[src/rtl/step_sched.sv]
// Round-robin scheduler that shares one 2-bit step counter among NREQ requesters.
// Each granted job drives step for its requested length, then gets a one-cycle done pulse.
module step_sched #(
   parameter int unsigned NREQ = 4,
   parameter int unsigned CNTW = 4
) (
   input  logic                 clk,
   input  logic                 rst,
   input  logic [NREQ-1:0]      req,
   input  logic [NREQ*CNTW-1:0] req_steps,
   output logic                 step,
   output logic [NREQ-1:0]      gnt,
   output logic [NREQ-1:0]      done,
   output logic                 busy,
   output logic [1:0]           pos
);

   localparam int unsigned IW = $clog2(NREQ);

   typedef enum logic [1:0] {
      StIdle = 2'b00,
      StArb  = 2'b01,
      StRun  = 2'b10,
      StDone = 2'b11
   } state_e;

   state_e          state_q, state_d;
   logic [IW-1:0]   idx_q, idx_d;
   logic [IW-1:0]   ptr_q, ptr_d;
   logic [CNTW-1:0] rem_q, rem_d;
   logic [1:0]      pos_q, pos_d;

   logic            found;
   logic [IW-1:0]   win;
   logic [IW-1:0]   cand;
   logic [CNTW-1:0] win_steps;
   logic [NREQ-1:0] idx_oh;

   // Scan ptr+1, ptr+2, ... so the last winner has lowest priority.
   always_comb begin
      found = 1'b0;
      win   = '0;
      cand  = '0;
      for (int unsigned k = 1; k <= NREQ; k++) begin
         cand = IW'((32'(ptr_q) + k) % NREQ);
         if (!found && req[cand]) begin
            found = 1'b1;
            win   = cand;
         end
      end
   end

   always_comb begin
      win_steps = '0;
      for (int unsigned i = 0; i < NREQ; i++) begin
         if (win == IW'(i)) begin
            win_steps = req_steps[i*CNTW +: CNTW];
         end
      end
   end

   always_comb begin
      state_d = state_q;
      idx_d   = idx_q;
      ptr_d   = ptr_q;
      rem_d   = rem_q;
      pos_d   = pos_q;
      unique case (state_q)
         StIdle: begin
            if (|req) begin
               state_d = StArb;
            end
         end
         StArb: begin
            if (!found) begin
               state_d = StIdle;
            end else begin
               idx_d   = win;
               rem_d   = win_steps;
               state_d = (win_steps == '0) ? StDone : StRun;
            end
         end
         StRun: begin
            rem_d = rem_q - 1'b1;
            pos_d = pos_q + 2'd1;
            if (rem_q == CNTW'(1)) begin
               state_d = StDone;
            end
         end
         StDone: begin
            ptr_d   = idx_q;
            state_d = (|req) ? StArb : StIdle;
         end
         default: state_d = StIdle;
      endcase
   end

   always_ff @(posedge clk or posedge rst) begin
      if (rst) begin
         state_q <= StIdle;
         idx_q   <= '0;
         ptr_q   <= IW'(NREQ - 1);
         rem_q   <= '0;
         pos_q   <= '0;
      end else begin
         state_q <= state_d;
         idx_q   <= idx_d;
         ptr_q   <= ptr_d;
         rem_q   <= rem_d;
         pos_q   <= pos_d;
      end
   end

   // Moore outputs: decoded purely from registered state and owner index.
   always_comb begin
      idx_oh        = '0;
      idx_oh[idx_q] = 1'b1;
   end

   assign step = (state_q == StRun);
   assign gnt  = (state_q != StIdle) ? idx_oh : '0;
   assign done = (state_q == StDone) ? idx_oh : '0;
   assign busy = (state_q != StIdle);
   assign pos  = pos_q;

endmodule

[config.mk]
export PLATFORM = sky130hd
export DESIGN_NAME = step_sched
export DESIGN_NICKNAME = d
export VERILOG_FILES = /design/src/rtl/step_sched.sv
export SDC_FILE = /design/constraint.sdc
export NUM_CORES = 1
export LEC_CHECK = 0
export ABC_AREA = 1
export BUFFER_PORTS_ARGS = -buffer_cell sky130_fd_sc_hd__buf_4
export CORE_UTILIZATION = 40
export DETAILED_ROUTE_END_ITERATION = 8
export SLEW_MARGIN = 25
export SYNTH_ARGS = -nofsm -noshare
export SYNTH_HDL_FRONTEND = slang
export SYNTH_SLANG_ARGS = --single-unit
[constraint.sdc]
create_clock -name clk -period 4.73 [get_ports clk]
set_input_delay 0.2365 -clock clk [delete_from_list [all_inputs] [get_ports clk]]
set_output_delay 0.2365 -clock clk [all_outputs]
set_load 0.05 [all_outputs]
==> run_results.csv <==
group,metric,value,unit
sta,fin_skew,2.908,ps
synth,ys.flop_type,"dfrtp_1",
synth,ys_seq_area_share,26.68,%
job,drv_cap,0,
synth,synth_area,0.001135,mm2
floorplan,die_area,0.003054,mm2
setup_path,reg2regPathDepth,14,
synth,yosysMostFrequentCell,"nand2_1",
setup_path,cp.arrival,2570,ps
synth,yosys.area_share.simple,48.18,%
floorplan,fp.dieW,55.27,um
placed_design,dpl.hpwl,2181,um
synth,synth_top_cell_by_area,"dfrtp_1",
synth,synth_edf_count,0,
routing,ant_nets,0,
synth,synthAdderAreaFrac,2.205,%
sta,tns,0,ps
final_layout,fin_nets,222,
synth,muxShareOfSynthArea,0,%
placed_design,gp_congestion,0.7860,
global_route,grt_usage,18.52,%
min_path,hold_path_end,"state_q[0]",
sta,relSlewSlack,36.57,%
global_route,antenna_found_initial,0,
clock_network,root_buffer,"clkbuf_4",
clock_network,cts.htree.levels,1,
power,seqPwrFrac,18.5,%
synth,synth_compound_area_share,10.03,%
floorplan,rows,18,
global_route,overflow,0,
floorplan,core,0.002567,mm2
setup_path,critPathKind,"reg2reg",
clock_network,clk_latency,270,ps
final_layout,final_cell_area,0.001440,mm2
power,power.density,833.8,mW/mm2
placed_design,dp.cells,222,
sta,fin_crit_sh,49.87,%
clock_network,numCtsBuffers,3,
routing,avgViaCountPerCell,5.000,
clock_network,cts_setup_buffers,0,
floorplan,fp.dieH,55.27,um
sta,max_freq,0.4239,GHz
synth,synth_area_leaders,"dfrtp_1 (22%), nand2_1 (15%), inv_1 (7.3%)",
final_layout,final_cells,227,
floorplan,io_pins,34,
final_layout,synthToLayoutAreaGrowth,26.90,%
min_path,hold_path_class,"in2reg",
synth,netlist_instances,161,
synth,synth-xor-area-share,2.315,%
routing,drc,0,
placed_design,dpl_cell_area,0.001394,mm2
setup_path,reg2reg_from,"ptr_q[0]",
setup_path,endpoint_kind,"register",
setup_path,worst_ep_required_time,4940,ps
synth,yosys_warnings,0,
sta,hold_slack,259.8,ps
setup_path,rrSetupSlack,2370,ps
synth,ys_types,33,
floorplan,initial_core_util,44.20,%
final_layout,drive_gt1_share,35.53,%
power,internal_power,500.9,uW
sta,final_max_slew_viol_count,0,
sta,tightest_slew,944.1,ps
sta,finalHoldViolCount,0,
power,p_leak,0.0007533,uW
power,comb_power_share,74.7,%
synth,ys_top_cells_by_count,"nand2_1 (44), inv_1 (22), nand3_1 (11), dfrtp_1 (10), nand2_2 (8)",
routing,drt_iter0_drc,28,
synth,synth.avg_cell_area,7.049,um2
setup_path,worstReg2RegEnd,"state_q[0]",
min_path,whs_path_depth,4,
routing,via_count,1135,
clock_network,cts.sinks,12,
synth,ys_ff_latch,12,
synth,syn_nets,185,
final_layout,n_fill_cell,273,
power,ir_worst_vdd,0.4942,mV
clock_network,clk_pin_slew_worst_paths,80,ps
setup_path,critPathMaxFanout,12,
power,p_clk_share,6.8,%
setup_path,worstSetupStartpointType,"register",
power,switching_power,699.8,uW
global_route,grt_max_degree,13,
outcome,outcome,"complete, no violations",
final_layout,antennaDiodeCount,0,
synth,synth_top_area_share,22.05,%
global_route,grt_pass1_vias,1068,
clock_network,clockBufferDepth,2,
routing,firstDrtPassIters,4,
min_path,hp-start,"req_steps[13]",
synth,synth_top_family_by_area,"simple AND/OR/NAND/NOR gates",
routing,wl,2596,um
sta,setup_viol,0,
global_route,grt_first_pass_wirelength,4636,um
placed_design,portBuffers,33,
routing,wl_per_cell,11.44,um
sta,rsz0062_at_grt,"no",
synth,async_reset_ff_share,100.0,%
power,switching_share,58.28,%
clock_network,cts_tree,"built",
sta,min_period,2359,ps
final_layout,final_util,56.09,%
## layer usage
metal	wire length, um	vias to the layer above	GRT usage (%)
li1	-	594	-
met1	1155	519	24.96
met2	1355	17	30.46
met3	52	5	2.342
met4	33	0	6.429
met5	0	-	0
## power groups by stage
stage	combinational (uW)	clock (uW)	sequential, uW
2_1_floorplan	716	0	233
3_3_place_gp	887	0	220
3_5_place_dp	901	0	222
4_1_cts	905	82.9	221
5_1_grt	998	89.8	232
6_report	897	82.2	222
## flip-flops by register name, indices dropped and copies added, names as in the netlist, named ones only
register	count
state_q	1
idx_q	2
ptr_q	2
rem_q	4
pos	2
## cells by family after synthesis
logic type | after synthesis
compound gates | 17
xor+xnor | 3
fa+ha+maj | 2
buf+inv | 27
simple gates | 100
flops | 12
## worst max-delay path, stage by stage (launching register included)
cell and delay, ps:
dfstp_2 680, inv_2 150, nand2_1 100, nand2_1 70, nand2_1 80, nand2_1 80
nor2_4 160, nand3b_2 110, nand2_4 170, inv_1 80, nand3_1 80, nand4_1 180
nor2_2 170, nand3_2 70, a21oi_2 120
## layout by cell type, fill, tap and decap left out, drive strengths merged, types with 5 or more instances in the layout
cell | netlist | final
buf | 2 | 33
inv | 25 | 25
o21ai | 7 | 7
dfrtp | 10 | 10
nor2 | 13 | 13
nand2 | 55 | 55
nor3 | 7 | 7
nand4 | 6 | 6
nand3 | 16 | 16
a21oi | 5 | 5
## through the flow
step	power [uW]	worst slack [ps]
after detailed placement	1124	2383
after CTS	1209	2354
after global placement	1108	2461
final	1201	2371
after global routing	1320	2160
after floorplan	948.7	2861
## what timing repair did
action / in CTS / in global routing
endpoints found under the hold margin: 10 / 0
hold buffers: 1 / 0
resized for setup: 0 / 0
## worst max path at each step
stage | startpoint | cells past startpoint | slack, ps | endpoint
after floorplan | ptr_q[0] | 15 | 2860 | state_q[0]
after global routing | ptr_q[0] | 14 | 2160 | state_q[0]
after global placement | ptr_q[0] | 14 | 2460 | state_q[0]
after CTS | ptr_q[0] | 14 | 2350 | state_q[0]
after detailed placement | ptr_q[0] | 14 | 2380 | state_q[0]
final | ptr_q[0] | 14 | 2370 | state_q[0]
## area by class of cell
class / count / area [um2] / area share (%)
clock buffers: 4 / 36.28 / 2.520
flip-flops and latches: 12 / 302.8 / 21.03
inverters: 25 / 93.84 / 6.516
multi-input cells: 122 / 711.9 / 49.44
well taps: 30 / 37.54 / 2.606
repair buffers: 34 / 257.7 / 17.90
Note: power is estimated with default switching activity, not from simulation.
